===== src/rtl/mem_port_arbiter.sv =====
// Single-port memory arbiter: LS over IF, sub-word stores as read-modify-write, sub-word load extraction.
// Optional macro STARVE_GUARD_EN forces an IF grant after STARVE_MAX consecutive denied ARB cycles.
module mem_port_arbiter #(
  parameter int unsigned ADDR_W     = 16,
  parameter int unsigned STARVE_MAX = 4
) (
  input  logic              i_clk,
  input  logic              i_reset_n,
  input  logic              i_if_req,
  input  logic [ADDR_W-1:0] i_if_addr,
  input  logic              i_flush,
  output logic              o_if_gnt,
  output logic              o_if_stall,
  output logic              o_if_rvalid,
  output logic [31:0]       o_if_rdata,
  input  logic              i_ls_req,
  input  logic              i_ls_wren,
  input  logic [ADDR_W-1:0] i_ls_addr,
  input  logic [31:0]       i_ls_wdata,
  input  logic [1:0]        i_ls_op,
  input  logic              i_ls_un,
  output logic              o_ls_gnt,
  output logic              o_ls_rvalid,
  output logic [31:0]       o_ls_rdata,
  output logic              o_mem_en,
  output logic              o_mem_wren,
  output logic [ADDR_W-3:0] o_mem_addr,
  output logic [31:0]       o_mem_wdata,
  input  logic [31:0]       i_mem_rdata
);

  typedef enum logic {ARB, RMW_MRG} state_e;

  state_e            state_q, state_d;
  logic              if_pend_q, if_pend_d;
  logic              ld_pend_q, ld_pend_d;
  logic              st_ack_q, st_ack_d;
  logic [1:0]        op_q, op_d;
  logic [1:0]        lo_q, lo_d;
  logic              un_q, un_d;
  logic [ADDR_W-3:0] widx_q, widx_d;
  logic [31:0]       wdata_q, wdata_d;
  logic [31:0]       if_rdata_q, if_rdata_d;
  logic [31:0]       ls_rdata_q, ls_rdata_d;

  logic              if_gnt, ls_gnt, force_if;
  logic [31:0]       merged, ld_ext, ls_now;
  logic [7:0]        ld_byte;
  logic [15:0]       ld_half;
  logic              unused_if_lo;

  assign unused_if_lo = ^i_if_addr[1:0];

`ifdef STARVE_GUARD_EN
  localparam int unsigned SW = (STARVE_MAX < 1) ? 1 : $clog2(STARVE_MAX + 1);
  localparam logic [SW-1:0] STARVE_LIM = SW'(STARVE_MAX);
  logic [SW-1:0] starve_q, starve_d;

  assign force_if = (starve_q == STARVE_LIM);

  always_comb begin
    starve_d = starve_q;
    if (if_gnt)
      starve_d = '0;
    else if (i_reset_n && state_q == ARB && i_if_req && starve_q != STARVE_LIM)
      starve_d = starve_q + 1'b1;
  end

  always_ff @(posedge i_clk or negedge i_reset_n) begin
    if (!i_reset_n) starve_q <= '0;
    else            starve_q <= starve_d;
  end
`else
  assign force_if = 1'b0;
`endif

  always_ff @(posedge i_clk or negedge i_reset_n) begin
    if (!i_reset_n) state_q <= ARB;
    else            state_q <= state_d;
  end

  always_comb begin
    state_d = state_q;
    case (state_q)
      ARB:     if (ls_gnt && i_ls_wren && i_ls_op[1]) state_d = RMW_MRG;
      RMW_MRG: state_d = ARB;
      default: state_d = ARB;
    endcase
  end

  // Write-back word for the RMW cycle: captured lane(s) over the word just read.
  always_comb begin
    merged = i_mem_rdata;
    if (op_q[0]) merged[{lo_q, 3'b000} +: 8]     = wdata_q[7:0];
    else         merged[{lo_q[1], 4'b0000} +: 16] = wdata_q[15:0];
  end

  // Grants and memory port; everything held low while reset is asserted.
  always_comb begin
    if_gnt      = 1'b0;
    ls_gnt      = 1'b0;
    o_mem_en    = 1'b0;
    o_mem_wren  = 1'b0;
    o_mem_addr  = '0;
    o_mem_wdata = '0;
    if (i_reset_n) begin
      case (state_q)
        ARB: begin
          if (i_if_req && (force_if || !i_ls_req)) begin
            if_gnt     = 1'b1;
            o_mem_en   = 1'b1;
            o_mem_addr = i_if_addr[ADDR_W-1:2];
          end else if (i_ls_req) begin
            ls_gnt      = 1'b1;
            o_mem_en    = 1'b1;
            o_mem_wren  = i_ls_wren & ~i_ls_op[1];
            o_mem_addr  = i_ls_addr[ADDR_W-1:2];
            o_mem_wdata = i_ls_wdata;
          end
        end
        RMW_MRG: begin
          o_mem_en    = 1'b1;
          o_mem_wren  = 1'b1;
          o_mem_addr  = widx_q;
          o_mem_wdata = merged;
        end
        default: ;
      endcase
    end
  end

  always_comb begin
    ld_byte = i_mem_rdata[{lo_q, 3'b000} +: 8];
    ld_half = i_mem_rdata[{lo_q[1], 4'b0000} +: 16];
    if (!op_q[1])    ld_ext = i_mem_rdata;
    else if (op_q[0]) ld_ext = {{24{ld_byte[7] & ~un_q}}, ld_byte};
    else              ld_ext = {{16{ld_half[15] & ~un_q}}, ld_half};
  end

  assign o_if_gnt    = if_gnt;
  assign o_ls_gnt    = ls_gnt;
  assign o_if_stall  = i_reset_n & i_if_req & ~if_gnt;
  assign o_if_rvalid = if_pend_q & ~i_flush;
  assign o_if_rdata  = o_if_rvalid ? i_mem_rdata : if_rdata_q;
  assign o_ls_rvalid = ld_pend_q | st_ack_q;
  assign ls_now      = ld_pend_q ? ld_ext : '0;
  assign o_ls_rdata  = o_ls_rvalid ? ls_now : ls_rdata_q;

  always_comb begin
    if_pend_d  = if_gnt & ~i_flush;
    ld_pend_d  = ls_gnt & ~i_ls_wren;
    st_ack_d   = (ls_gnt & i_ls_wren & ~i_ls_op[1]) | (state_q == RMW_MRG);
    op_d       = op_q;
    lo_d       = lo_q;
    un_d       = un_q;
    widx_d     = widx_q;
    wdata_d    = wdata_q;
    if (ls_gnt) begin
      op_d    = i_ls_op;
      lo_d    = i_ls_addr[1:0];
      un_d    = i_ls_un;
      widx_d  = i_ls_addr[ADDR_W-1:2];
      wdata_d = i_ls_wdata;
    end
    if_rdata_d = o_if_rdata;
    ls_rdata_d = o_ls_rdata;
  end

  always_ff @(posedge i_clk or negedge i_reset_n) begin
    if (!i_reset_n) begin
      if_pend_q  <= 1'b0;
      ld_pend_q  <= 1'b0;
      st_ack_q   <= 1'b0;
      op_q       <= '0;
      lo_q       <= '0;
      un_q       <= 1'b0;
      widx_q     <= '0;
      wdata_q    <= '0;
      if_rdata_q <= '0;
      ls_rdata_q <= '0;
    end else begin
      if_pend_q  <= if_pend_d;
      ld_pend_q  <= ld_pend_d;
      st_ack_q   <= st_ack_d;
      op_q       <= op_d;
      lo_q       <= lo_d;
      un_q       <= un_d;
      widx_q     <= widx_d;
      wdata_q    <= wdata_d;
      if_rdata_q <= if_rdata_d;
      ls_rdata_q <= ls_rdata_d;
    end
  end

endmodule


===== config.mk =====
export PLATFORM = sky130hd
export DESIGN_NAME = mem_port_arbiter
export DESIGN_NICKNAME = d
export VERILOG_FILES = /design/src/rtl/mem_port_arbiter.sv
export SDC_FILE = /design/constraint.sdc
export NUM_CORES = 1
export LEC_CHECK = 0
export ABC_CLOCK_PERIOD_IN_PS = 5700
export CAP_MARGIN = 10
export CORE_ASPECT_RATIO = 1.2
export CORE_UTILIZATION = 29
export CTS_BUF_LIST = sky130_fd_sc_hd__clkbuf_4
export CTS_CLUSTER_SIZE = 28
export DETAILED_ROUTE_END_ITERATION = 10
export SYNTH_ARGS = -nofsm -noshare
export SYNTH_HDL_FRONTEND = slang
export SYNTH_SLANG_ARGS = --single-unit

===== constraint.sdc =====
create_clock -name i_clk -period 5.7 [get_ports i_clk]
set_input_delay 1.14 -clock i_clk [delete_from_list [all_inputs] [get_ports i_clk]]
set_output_delay 1.14 -clock i_clk [all_outputs]
set_load 0.05 [all_outputs]

==> tab_implementation.tex <==
\begin{tabular}{lr}
\hline
Metric & Value \\
\hline
\multicolumn{2}{l}{\textbf{Routing}} \\
Iteration-0 DRC Markers & 704 \\
Routed Antenna Nets & 0 \\
Overall via count from detail\_route & 6334 \\
DRC errors left & 0 \\
Average wire per cell in the routed design & 18.7 µm \\
Total wire length & 23.1 mm \\
Mean number of vias per cell & 5.12 \\
TritonRoute pass-1 iters & 5 \\
\multicolumn{2}{l}{\textbf{Timing}} \\
Setup skew after layout & 0.0316 ns \\
Min setup slack post-route & 0.630 ns \\
Period Utilization, post-route & 89.0\% \\
Slew @ Worst Pin & 1.05 ns \\
Maximum clock frequency & 197 MHz \\
Setup repair after global routing missed its margin & no \\
Final period demand of the worst path & 5.07 ns \\
Number of hold violations in the final report & 0 \\
Count of final setup violators & 0 \\
Slew margin rel. & 29.5\% \\
Final TNS setup & 0 ns \\
Number of max-slew violations in the final report & 0 \\
\multicolumn{2}{l}{\textbf{Worst setup path}} \\
Data arrival, critical path & 3.93 ns \\
Cell breakdown of the critical path & clkdlybuf4s50\_1 -> mux4\_2 -> nor3b\_2 -> a211o\_1 -> clkdlybuf4s50\_1 \\
Worst setup path category & input port to output pin \\
Worst stage delay on the critical path & 0.84 ns \\
Critical path's most frequent cell & clkdlybuf4s50\_1 \\
CP bufs+invs & 2 \\
Endpoint required time on the critical path & 4.56 ns \\
Highest fanout seen on the critical path & 16 \\
Top cell family by delay on the critical path & buffers and inverters \\
Slowest stage cell on the critical path & nor3b\_2 \\
Critical path startpoint category & input port \\
Kind of capture point of the worst setup path & output pin \\
\multicolumn{2}{l}{\textbf{Clock network}} \\
Worst-case clock buffer depth & 2 \\
TritonCTS sink count & 103 \\
Insertion delay to the later sink of the worst-skew pair & 0.49 ns \\
\# hold bufs at CTS & 0 \\
H-tree level count & 3 \\
Clock edge transition at the registers on the reported setup and hold paths & 0.16 ns \\
Setup Fix Bufs, Post-CTS & 0 \\
Clock buffer count from CTS & 9 \\
Clock Tree Root & clkbuf\_4 \\
TritonCTS clock tree & done \\
Quantity of gates resized following cts & 0 \\
\multicolumn{2}{l}{\textbf{Yosys}} \\
Mean instance size in the synthesized netlist & 7.52 µm² \\
Area of the mapped netlist & 5860 µm² \\
Most instantiated flip-flop cell in the synthesis netlist & dfrtp\_1 \\
Async set-or-reset flop fraction in the synthesized netlist & 100\% \\
Nets in the synthesized netlist & 889 \\
Number of flops mapped to enable cells by yosys & 0 \\
Flip-flop and latch count after synthesis & 103 \\
Number of distinct library cell variants in the gate-level netlist after synthesis & 39 \\
Synthesized instance count & 779 \\
Synth warn & 0 \\
Part of the Yosys area used for sequential elements & 44.0\% \\
\multicolumn{2}{l}{\textbf{Finish}} \\
Commonest non-fill, non-tap cell in the layout & nand2\_1 \\
Most frequent cells in the layout & nand2\_1 (202), clkdlybuf4s50\_1 (171), o21ai\_0 (117) \\
Layout net count & 1079 \\
Synthesis-to-layout area growth & 49.3\% \\
Cell Count, Final, Fillers Out & 1236 \\
Layout cells sized above 1 & 9.45\% \\
\multicolumn{2}{l}{\textbf{Global routing}} \\
Overflow left after global routing & 0 \\
Wire length of the first global-routing pass & 35.1 mm \\
All-Layer GR Usage & 22.1\% \\
Via count of the first global-routing pass & 5932 \\
Largest net degree at the start of global routing & 72 \\
Initial antenna violation count & 1 \\
\multicolumn{2}{l}{\textbf{Run}} \\
Number of maximum-capacitance violations & 0 \\
\multicolumn{2}{l}{\textbf{Placed design}} \\
Global placer's final weighted congestion & 0.815 \\
Placed Cells & 1219 \\
Worst setup slack after placement & 0.678 ns \\
IO Port Bufs & 219 \\
HPWL after DPL & 16.8 mm \\
\multicolumn{2}{l}{\textbf{Min path}} \\
Worst hold-check path type & flop to flop \\
\multicolumn{2}{l}{\textbf{Power}} \\
Overall power after layout & 2.55 mW \\
Power Dens Cells & 291 nW/µm² \\
Maximum VDD drop & 0.127 mV \\
Leak pwr & 4.01 nW \\
\multicolumn{2}{l}{\textbf{Floorplan}} \\
Height of the die & 158 µm \\
Floorplan Core Area & 19700 µm² \\
Count of standard-cell rows & 56 \\
Total die area & 20800 µm² \\
\# IOs & 222 \\
Die boundary width & 132 µm \\
Starting utilization of the core area & 29.8\% \\
\multicolumn{2}{l}{\textbf{Outcome}} \\
Result of the run & complete, no violations \\
\hline
\end{tabular}
## path summary, 6_finish.rpt
kind | from | end | slack [ns] | cells after the start
min in group asynchronous | i_reset_n | un_q | 0.54 | 1
min | widx_q[13] | widx_q[13] | 0.50 | 2
min reg2reg | widx_q[13] | widx_q[13] | 0.50 | 2
max reg2reg | lo_q[1] | ls_rdata_q[26] | 3.20 | 4
max in group asynchronous | i_reset_n | lo_q[1] | 3.56 | 3
max | i_mem_rdata[7] | o_ls_rdata[26] | 0.63 | 5
## worst reg2reg max path: cells and delay by family (launching register included)
family	cells	cell delay (ns)
DFF	1	0.75
muxes	1	0.38
AOI/OAI and AO/OA	1	0.25
and+or+nand+nor	1	0.84
buffers and inverters	1	0.24
## synthesized netlist by cell type, types with 2 or more instances
cell type / count / area [µm²]
a21boi_1: 2 / 15.0
buf_2: 4 / 20.0
nand3_1: 13 / 65.1
nor2_1: 48 / 180
clkbuf_1: 48 / 180
a211oi_1: 7 / 52.6
ha_1: 5 / 62.6
a221o_1: 6 / 60.1
nor3_1: 4 / 20.0
buf_1: 4 / 15.0
o31a_1: 2 / 17.5
a21oi_1: 48 / 240
a31oi_1: 14 / 87.6
inv_1: 48 / 180
nand2_1: 202 / 758
o21ai_1: 42 / 210
o21ai_0: 117 / 586
nand2b_1: 2 / 12.5
a211o_1: 16 / 140
dfrtp_1: 103 / 2580
or3_1: 2 / 12.5
nor2b_1: 8 / 50.1
a222oi_1: 14 / 140
and2_1: 2 / 12.5
inv_2: 3 / 11.3
mux2i_1: 2 / 20.0
## logic make-up (layout without fill, tap and decap cells)
family,after synthesis,in the layout,share of synthesized area (%)
compound gates,272,272,27.0
flops,103,103,44.0
other cells,0,1,0
mux,3,3,0.726
fa+ha+maj,5,5,1.07
simple gates,288,288,20.1
buf+inv,108,303,7.13
## through the flow
step	hold slack, ns	cell area [µm²]	util, %
2_1_floorplan	0.446	5860	-
3_3_place_gp	0.465	8580	43.6
3_5_place_dp	0.467	8580	43.6
4_1_cts	0.498	8740	44.4
5_1_grt	0.489	8750	44.4
6_report	0.497	8750	44.4
## layer usage
layer  vias up  track usage [%]  wire length [µm]
li1       3035                -                 -
met4         0             7.86               555
met3        27             4.90              1690
met5         -                0                 0
met1      2997             28.5              9670
met2       275             36.5             11100
## area by class of cell
class                   instances  area (µm²)
inverters                      51         191
multi-input cells             568        2870
repair buffers                236        2610
clock inverters                 5        81.3
diodes                          1        2.50
well taps                     261         327
fillers                      1983       10900
clock buffers                  11        82.6
flip-flops and latches        103        2580
## flip-flops by register name (all words and copies together), names as in the netlist
name and flops:
if_rdata_q 32, wdata_q 16, ls_rdata_q 32, ld_pend_q 1, state_q 1, if_pend_q 1, un_q 1, lo_q 2
op_q 2, widx_q 14, st_ack_q 1
## power by group
part | switching [mW] | leakage [nW] | total [mW] | internal, mW
registers | 0.0765 | 1.31 | 0.930 | 0.853
clock network | 0.264 | 0.0891 | 0.453 | 0.189
logic | 0.764 | 2.61 | 1.17 | 0.403
total | 1.10 | 4.01 | 2.55 | 1.44
Power figures use the tool's default switching activity.
